[src/rtl/tns_pkg.sv]
// Shared types and code-mapping helpers for the TNS crosstalk-avoidance link.
// The receiver decoder imports the same tns_map/tns_unmap pair, so both ends
// always agree on the codebook.
package tns_pkg;

    typedef logic [2:0] tns_grp_t;
    typedef logic [2:0] tns_digit_t;

    typedef enum logic [1:0] {IDLE, CONV, EMIT} tns_state_t;

    localparam int TNS_RADIX = 7;

    // Digit -> codeword. The skipped code is the one forbidden after msb r
    // (100 after r=0, 011 after r=1), so digits at or above it shift up by one.
    function automatic tns_grp_t tns_map(input tns_digit_t d, input logic r);
        tns_digit_t lim;
        lim = r ? 3'd3 : 3'd4;
        return (d < lim) ? tns_grp_t'(d) : tns_grp_t'(d + 3'd1);
    endfunction

    // Codeword -> digit, inverse of tns_map for the same previous msb.
    function automatic tns_digit_t tns_unmap(input tns_grp_t g, input logic r);
        tns_grp_t lim;
        lim = r ? 3'd3 : 3'd4;
        return (g < lim) ? tns_digit_t'(g) : tns_digit_t'(g - 3'd1);
    endfunction

    // Integer power used for the legal-range limit at elaboration.
    function automatic longint unsigned tns_pow(input int b, input int e);
        longint unsigned p;
        p = 64'd1;
        for (int i = 0; i < e; i++) p = p * longint'(b);
        return p;
    endfunction

endpackage

[src/rtl/tns_enc_stream_group_map.sv]
// One TSV group's encoder: radix-7 digit plus the group's current msb in,
// codeword that avoids the msb-dependent forbidden transition out.
module tns_group_map
    import tns_pkg::*;
(
    input  tns_digit_t d,
    input  logic       r,
    output tns_grp_t   g
);

    // Pure lookup; shares the package function with the receiver.
    assign g = tns_map(d, r);

endmodule

[src/rtl/tns_enc_stream.sv]
// Handshaked TNS encoder: converts a binary word to N_GROUPS radix-7 digits
// (one per cycle), then drives all 3-bit TSV groups in one register update.
// Optional macro TNS_SELFCHECK_EN adds an on-chip decoder and selfcheck_err.
module tns_enc_stream
    import tns_pkg::*;
#(
    parameter int N_GROUPS = 10,
    parameter int DATA_W   = 29
) (
    input  logic                    clock,
    input  logic                    reset,
    input  logic                    in_valid,
    output logic                    in_ready,
    input  logic [DATA_W-1:0]       in_data,
    output logic [3*N_GROUPS-1:0]   tsv,
    output logic                    tsv_valid,
    output logic                    range_err
`ifdef TNS_SELFCHECK_EN
    ,
    output logic                    selfcheck_err
`endif
);

    localparam longint unsigned LIMIT = tns_pow(TNS_RADIX, N_GROUPS);
    localparam int              KW    = $clog2(N_GROUPS + 1);

    // The input word must be able to express every legal digit combination.
    if (DATA_W < 64 && (64'd1 << DATA_W) < LIMIT) begin : g_width_chk
        $error("tns_enc_stream: DATA_W too small for N_GROUPS");
    end

    tns_state_t                          state, state_nxt;
    logic [DATA_W-1:0]                   acc;
    logic [DATA_W-1:0]                   acc_div;
    tns_digit_t                          acc_mod;
    logic [KW-1:0]                       k;
    logic [N_GROUPS-1:0][2:0]            digit;
    logic [N_GROUPS-1:0][2:0]            grp_nxt;
    logic                                accept;
    logic                                in_range;

    assign in_ready = (state == IDLE);
    assign accept   = in_valid && in_ready;
    assign in_range = (64'(in_data) < LIMIT);

    // Constant divisor: synthesis reduces these to a fixed divider network.
    assign acc_div = acc / DATA_W'(TNS_RADIX);
    assign acc_mod = tns_digit_t'(acc % DATA_W'(TNS_RADIX));

    // Each group's next codeword depends only on its digit and its own current msb.
    for (genvar j = 0; j < N_GROUPS; j++) begin : g_map
        tns_group_map u_map (
            .d (digit[j]),
            .r (tsv[3*j+2]),
            .g (grp_nxt[j])
        );
    end

    // State register.
    always_ff @(posedge clock) begin
        if (reset) state <= IDLE;
        else       state <= state_nxt;
    end

    // Next-state: out-of-range words are dropped without leaving IDLE.
    always_comb begin
        state_nxt = state;
        case (state)
            IDLE:    if (accept && in_range) state_nxt = CONV;
            CONV:    if (k == KW'(N_GROUPS - 1)) state_nxt = EMIT;
            EMIT:    state_nxt = IDLE;
            default: state_nxt = IDLE;
        endcase
    end

    // Datapath: digit extraction, bundle update and the one-cycle status pulses.
    always_ff @(posedge clock) begin
        if (reset) begin
            acc       <= '0;
            k         <= '0;
            digit     <= '0;
            tsv       <= '0;
            tsv_valid <= 1'b0;
            range_err <= 1'b0;
        end else begin
            tsv_valid <= 1'b0;
            range_err <= 1'b0;
            case (state)
                IDLE: begin
                    if (accept) begin
                        if (in_range) begin
                            acc <= in_data;
                            k   <= '0;
                        end else begin
                            range_err <= 1'b1;
                        end
                    end
                end
                CONV: begin
                    digit[k] <= acc_mod;
                    acc      <= acc_div;
                    k        <= k + 1'b1;
                end
                EMIT: begin
                    tsv       <= grp_nxt;
                    tsv_valid <= 1'b1;
                end
                default: ;
            endcase
        end
    end

`ifdef TNS_SELFCHECK_EN
    logic [DATA_W-1:0]  word_q;
    logic [63:0]        dec;

    // Decode the codewords about to be emitted against the msbs they replace.
    always_comb begin
        dec = '0;
        for (int j = N_GROUPS - 1; j >= 0; j--)
            dec = dec * 64'(TNS_RADIX) + 64'(tns_unmap(grp_nxt[j], tsv[3*j+2]));
    end

    // Hold the accepted word and flag a decode mismatch alongside tsv_valid.
    always_ff @(posedge clock) begin
        if (reset) begin
            word_q        <= '0;
            selfcheck_err <= 1'b0;
        end else begin
            if (accept && in_range) word_q <= in_data;
            selfcheck_err <= (state == EMIT) && (dec != 64'(word_q));
        end
    end
`endif

endmodule

[config.mk]
export PLATFORM = sky130hd
export DESIGN_NAME = tns_enc_stream
export DESIGN_NICKNAME = d
export VERILOG_FILES = /design/src/rtl/tns_pkg.sv /design/src/rtl/tns_enc_stream_group_map.sv /design/src/rtl/tns_enc_stream.sv
export SDC_FILE = /design/constraint.sdc
export NUM_CORES = 1
export LEC_CHECK = 0
export BUFFER_PORTS_ARGS = -buffer_cell sky130_fd_sc_hd__buf_2
export CORE_ASPECT_RATIO = 1.1
export CORE_MARGIN = 2
export CORE_UTILIZATION = 30
export DETAILED_ROUTE_END_ITERATION = 12
export PLACE_DENSITY_LB_ADDON = 0.1
export SLEW_MARGIN = 5
export SYNTH_ARGS = -nofsm -noshare
export SYNTH_HDL_FRONTEND = slang
export SYNTH_HIERARCHICAL = 1
export SYNTH_SLANG_ARGS = --single-unit
[constraint.sdc]
create_clock -name clock -period 9.9 [get_ports clock]
set_input_delay 2.97 -clock clock [delete_from_list [all_inputs] [get_ports clock]]
set_output_delay 2.97 -clock clock [all_outputs]
set_load 0.01 [all_outputs]
==> flow_summary.toml, run 1 <==
[status]
status = "finished clean"

[power_and_ir_drop]
p_sw_share_pct = 47.93
intPower_mw = 1.667
p_switching_mw = 1.534
powerDensity_nw_per_um2 = 288.4
leakage_nw = 4.024
power_mw = 3.201
irDropWorstVdd_uv = 297.7
pwr-share-seq_pct = 14.5
pwr-share-clk_pct = 12.2
combPwrFrac_pct = 73.3

[cells_and_area]
layout_common_cells = "nor2_1, nand2_1, dfxtp_1"
layout_commonest_cell = "nor2_1"
instances_no_fill = 1710
drive_gt1_share_pct = 22.99
n_antenna_cell = 0
syn_to_final_growth_pct = 20.15
fin_nets = 1359

[synth]
ys_types = 116
avgSynthCellArea_um2 = 7.648
async_reset_ff_share_pct = 0
yosysWarningCount = 6
synth_nets = 1276
synthCells = 1208
syn_area_um2 = 9239
ys_seq_area_share_pct = 21.02
synth_edf_count = 0
synth_seq_cells = 97
synthFlopType = "dfxtp_1"

[grt]
grt_pass1_wl_um = 45330
grt_max_degree = 85
antenna_found_initial = 0
grt-ovfl-total = 0
track_usage_pct = 17.28
grt_pass1_vias = 8629

[sta]
timing.final.crit_period_ns = 9.524
finalSetupViolations = 0
post-route-period-util_pct = 96.20
max_freq_mhz = 105.0
fin_skew_ns = 0.01454
final.setup.tns_ns = 0
setup_slack_ns = 0.3757
worst_pin_slew_ns = 1.114
finalHoldViolations = 0
slew_headroom_pct = 25.74
drv_slew = 0

[worst_setup_path]
critPathArrivalTime_ns = 9.72
crit_fanout = 14
cp_slowest_stage_delay_ns = 0.60
timing.rr.start = "acc[27]"
crit_start = "acc[27]"
path_common_cell = "a211oi_4"
critPathCaptureType = "flop"
critPathRequiredTime_ns = 10.10
path_buf_inv = 4
start_kind = "flop"
critPathKind = "flop to flop"
r2r_slack_ns = 0.38
worst_path_max_delay_cell = "or4_4"
crit_family = "compound AO/OA/AOI/OAI gates"

[floorplan]
rows = 67
fp.dieArea_um2 = 32220
ioPinCount = 65
fp.dieH_um = 188.1
die_w_um = 171.3
core_area_um2 = 30430
initial_utilization_pct = 30.36

[clock_network]
clkSinkCount = 97
cts_root_buf = "clkbuf_16"
cts_buffers = 9
h-tree-depth = 3
path_clk_slew_ns = 0.08
cts_tree = "done"
clock_path_buffers = 2
clkLatencyLatePin_ns = 0.36

[route]
dr.pass1.iters = 7
via_count = 9374
drt-total-wl_um = 28050
ant_nets = 0
drc = 0
drt-initial-drc-count = 591
vias_per_cell = 5.482
wire_per_inst_um = 16.40

[min_path]
min_from = "tsv[19]"
hold_class = "flop to flop"

[job]
drv_cap = 0

[place]
dp_worst_setup_slack_ns = -0.05038
io_buffer_count = 64
dp_hpwl_um = 20370
dp.cells = 1675
place.gp.congestion = 0.8917
repair_timing:
action,4_1_cts,5_1_grt
resized for setup,4,67
hold buffers,0,0
pin swaps,0,17
setup endpoints to repair,10,31
gates cloned,0,1
setup buffers,0,18
power groups by stage:
stage | Clock [mW] | Sequential [mW] | Combinational (mW)
after floorplan | 0 | 0.434 | 1.46
after detailed placement | 0 | 0.470 | 2.19
after global placement | 0 | 0.472 | 2.23
after global routing | 0.425 | 0.470 | 2.54
final | 0.390 | 0.464 | 2.35
after CTS | 0.407 | 0.461 | 2.20
worst paths after layout:
kind / to / cells past startpoint
min: tsv[19] / 2
max: digit[19] / 34
max reg2reg: digit[19] / 34
min reg2reg: tsv[19] / 2
cell usage after synthesis, drive strengths merged (22+ instances only):
library cell	number	share of area, %
a211oi	71	6.9
nand2	120	5.0
inv	58	2.4
nor2	120	4.9
clkbuf	44	1.8
nor3	30	1.7
and2	22	1.5
dfxtp	97	21
ha	36	4.9
o211ai	37	3.3
buf	35	2.3
o21ai	69	3.9
a21oi	88	4.8
mux2i	31	3.5
nand3	27	1.5
layer usage:
| layer | wire length, um | share of wire [%] | vias up | track usage, % |
|---|---|---|---|---|
| met5 | 0 | 0 | - | 0 |
| met4 | 760 | 2.7 | 0 | 5.443 |
| met3 | 905 | 3.2 | 51 | 1.562 |
| met2 | 13100 | 47 | 223 | 28.82 |
| met1 | 13280 | 47 | 4391 | 23.42 |
| li1 | - | - | 4709 | - |
metrics by stage:
stage	utilization [%]	area, um^2	hold slack, ns
finish	36.48	11100	0.4509
global route	36.48	11100	0.4689
CTS	34.85	10610	0.4545
detailed placement	33.79	10280	0.4441
global placement	33.79	10280	0.4419
floorplan	-	9239	0.4805
cell type report:
cell class                      instances  area [um^2]
Clock buffer                            9        225.2
Clock inverter                          7        82.58
Fill cell                            3222        19330
Inverter                               60        225.2
Multi-Input combinational cell        972         7048
Sequential cell                        97         1959
Tap cell                              414        518.0
Timing Repair Buffer                  151         1042
state kept, by name, summed over array words and instances, names as in the netlist:
register	flops
range_err	1
tsv_valid	1
tsv	30
digit	30
acc	29
k	4
state	2
worst register-to-register path: cells and delay by family (launching register included):
kind / cells / cell delay (ns)
AO/OA/AOI/OAI: 18 / 4.60
flip-flops: 1 / 0.41
AND/OR/NAND/NOR: 10 / 3.12
buffers and inverters: 4 / 0.64
multiplexers: 2 / 0.59
kinds of logic after synthesis:
family / share of synthesized area [%]
XOR/XNOR: 2.356
buffers and inverters: 6.514
adder cells (fa/ha/maj): 4.875
flip-flops: 21.02
multiplexers: 5.404
AO/OA/AOI/OAI: 36.93
AND/OR/NAND/NOR: 22.90
Note: power is estimated with default switching activity, not from simulation.
==> run 2: changes to the inputs <==
- CORE_MARGIN: 2 -> not set
- CORE_UTILIZATION: 30 -> 50
==> run 2 against run 1 <==
Sequential share of layout area is 1.1 points higher. Clock power fell by 12%. Global-route usage increased by 8.7 points. Via count down 0.29%. Power is 7.5% lower. Clock-buffer cell count up 1. Register-to-register slack improved by 0.06 ns. Clock skew down 0.0051 ns. First-iteration DRC count up 12%. Combinational power fell by 8.5%. Routed wire length shrank 13%. Critical path type unchanged. Critical endpoint is now digit[10]. Highest routed layer unchanged.
==> flow_summary.toml, run 2 (same netlist as run 1, synthesis figures left out) <==
[clock_network]
cts_root_buf = "clkbuf_16"
clkSinkCount = 97
clock_path_buffers = 2
cts_buffers = 9
cts_tree = "done"
h-tree-depth = 3
path_clk_slew_ns = 0.07
hold_buffers = 0
clkLatencyLatePin_ns = 0.35

[grt]
grt_pass1_vias = 8479
grt_max_degree = 77
track_usage_pct = 26.01
grt_pass1_wl_um = 40970
antenna_found_initial = 0
met3_usage_pct = 2.769
grt-ovfl-total = 0
top_usage_layer = "met2"
grt_util_met2_pct = 44.95
met1_usage_pct = 33.56

[place]
dpl_cell_area_um2 = 9863
io_buffer_count = 64
place.gp.congestion = 0.9520
dp_hpwl_um = 17930

[worst_setup_path]
worst_path_max_delay_cell = "dfxtp_2"
critPathKind = "flop to flop"
start_kind = "flop"
critPathRequiredTime_ns = 10.09
critPathArrivalTime_ns = 9.65
cp_slowest_stage_delay_ns = 0.42
critPathCaptureType = "flop"
crit_fanout = 18

[power_and_ir_drop]
leakage_nw = 3.813
p_sw_share_pct = 48.79
combPwrFrac_pct = 72.7
pwr-share-clk_pct = 11.6
irDropWorstVdd_uv = 194.8
intPower_mw = 1.516
pwr-share-seq_pct = 15.7
p_switching_mw = 1.445
powerDensity_nw_per_um2 = 284.0

[route]
drt-total-wl_um = 24470
ant_nets = 0
vias_per_cell = 6.240
drc = 0
wire_per_inst_um = 16.33
via_count = 9347
dr.pass1.iters = 5
drt-initial-drc-count = 661

[floorplan]
rows = 51
ioPinCount = 65
initial_utilization_pct = 51.71
fp.dieArea_um2 = 19030
fp.dieH_um = 144.6
core_area_um2 = 17870
die_w_um = 131.6

[sta]
finalHoldViolations = 0
post-route-period-util_pct = 95.58
slew_headroom_pct = 25.38
timing.final.crit_period_ns = 9.462
finalSetupViolations = 0
drv_slew = 0
fin_skew_ns = 0.009420
max_freq_mhz = 105.7
final.setup.tns_ns = 0
worst_pin_slew_ns = 1.119

[cells_and_area]
n_antenna_cell = 0
layout_commonest_cell = "nor2_1"
fin_nets = 1323
drive_gt1_share_pct = 19.92
top_regs = "digit (30), tsv (30), acc (29)"
final_area_um2 = 10430
layout_common_cells = "nor2_1, nand2_1, dfxtp_1"
finish.utilization_pct = 58.36
regArea_um2 = 1952
n_fill_cell = 1680
multi_input_area_um2 = 6942
syn_to_final_growth_pct = 12.87

[status]
status = "finished clean"

[job]
drv_cap = 0

[min_path]
hold_class = "flop to flop"
==> run 2: cell types whose count changed in the layout (fill, tap and decap cells not counted), sizes merged <==
cell	before	now
inv	62	61
clkbuf	9	10
buf	150	115
clkinv	3	5
bufinv	1	0
clkdlybuf4s15	1	0
clkinvlp	1	0
==> run 2: stage by stage <==
| stage | hold WS (ns) | std cells | setup WS (ns) | total power, mW |
|---|---|---|---|---|
| 6_report | 0.4520 | 1498 | 0.4375 | 2.961 |
| 5_1_grt | 0.4678 | 1498 | -0.02847 | 3.169 |
| 4_1_cts | 0.4550 | 1492 | 0.1029 | 2.863 |
| 3_5_place_dp | 0.4446 | 1476 | 0.1842 | 2.512 |
| 3_3_place_gp | 0.4397 | 1476 | 0.2690 | 2.514 |
| 2_1_floorplan | 0.4805 | 1208 | 0.8493 | 1.890 |
==> run 2: power groups by stage <==
stage / combinational, mW / sequential (mW) / clock, mW
floorplan: 1.46 / 0.434 / 0
CTS: 2.05 / 0.460 / 0.352
finish: 2.15 / 0.464 / 0.344
detailed placement: 2.04 / 0.469 / 0
global placement: 2.04 / 0.470 / 0
global route: 2.33 / 0.469 / 0.368
==> run 2: routing by layer <==
layer / wire (um) / share of wire, %
met3: 1348 / 5.5
met2: 11520 / 47
met5: 0 / 0
met1: 11010 / 45
met4: 586 / 2.4
==> run 2: cell type report <==
| type | count | share of cell area (%) |
|---|---|---|
| clock inverter | 6 | 0.4920 |
| multi-input combinational | 972 | 66.57 |
| sequential | 97 | 18.72 |
| inverter | 60 | 2.160 |
| clock buffer | 10 | 2.196 |
| tap | 238 | 2.856 |
| timing repair buffer | 115 | 7.007 |
==> run 2: final timing paths <==
kind                start         to  slack [ns]  cells past startpoint
hold reg to reg   tsv[12]    tsv[12]        0.45                      2
setup / recovery  acc[24]  digit[10]        0.44                     35
hold / removal    tsv[12]    tsv[12]        0.45                      2
setup reg to reg  acc[24]  digit[10]        0.44                     35
==> run 2: worst max-delay path: cells and delay by family (launching register included) <==
family                     cells  cell delay [ns]
AOI/OAI and AO/OA             23             6.22
and+or+nand+nor                5             1.23
buffers and inverters          4             0.60
muxes                          2             0.60
DFF                            1             0.42
adders and majority gates      1             0.22
==> run 2: what timing repair did <==
item,in CTS,in global routing
endpoints found under the hold margin,0,0
setup endpoints to repair,0,31
setup buffers,0,6
resized for setup,0,50
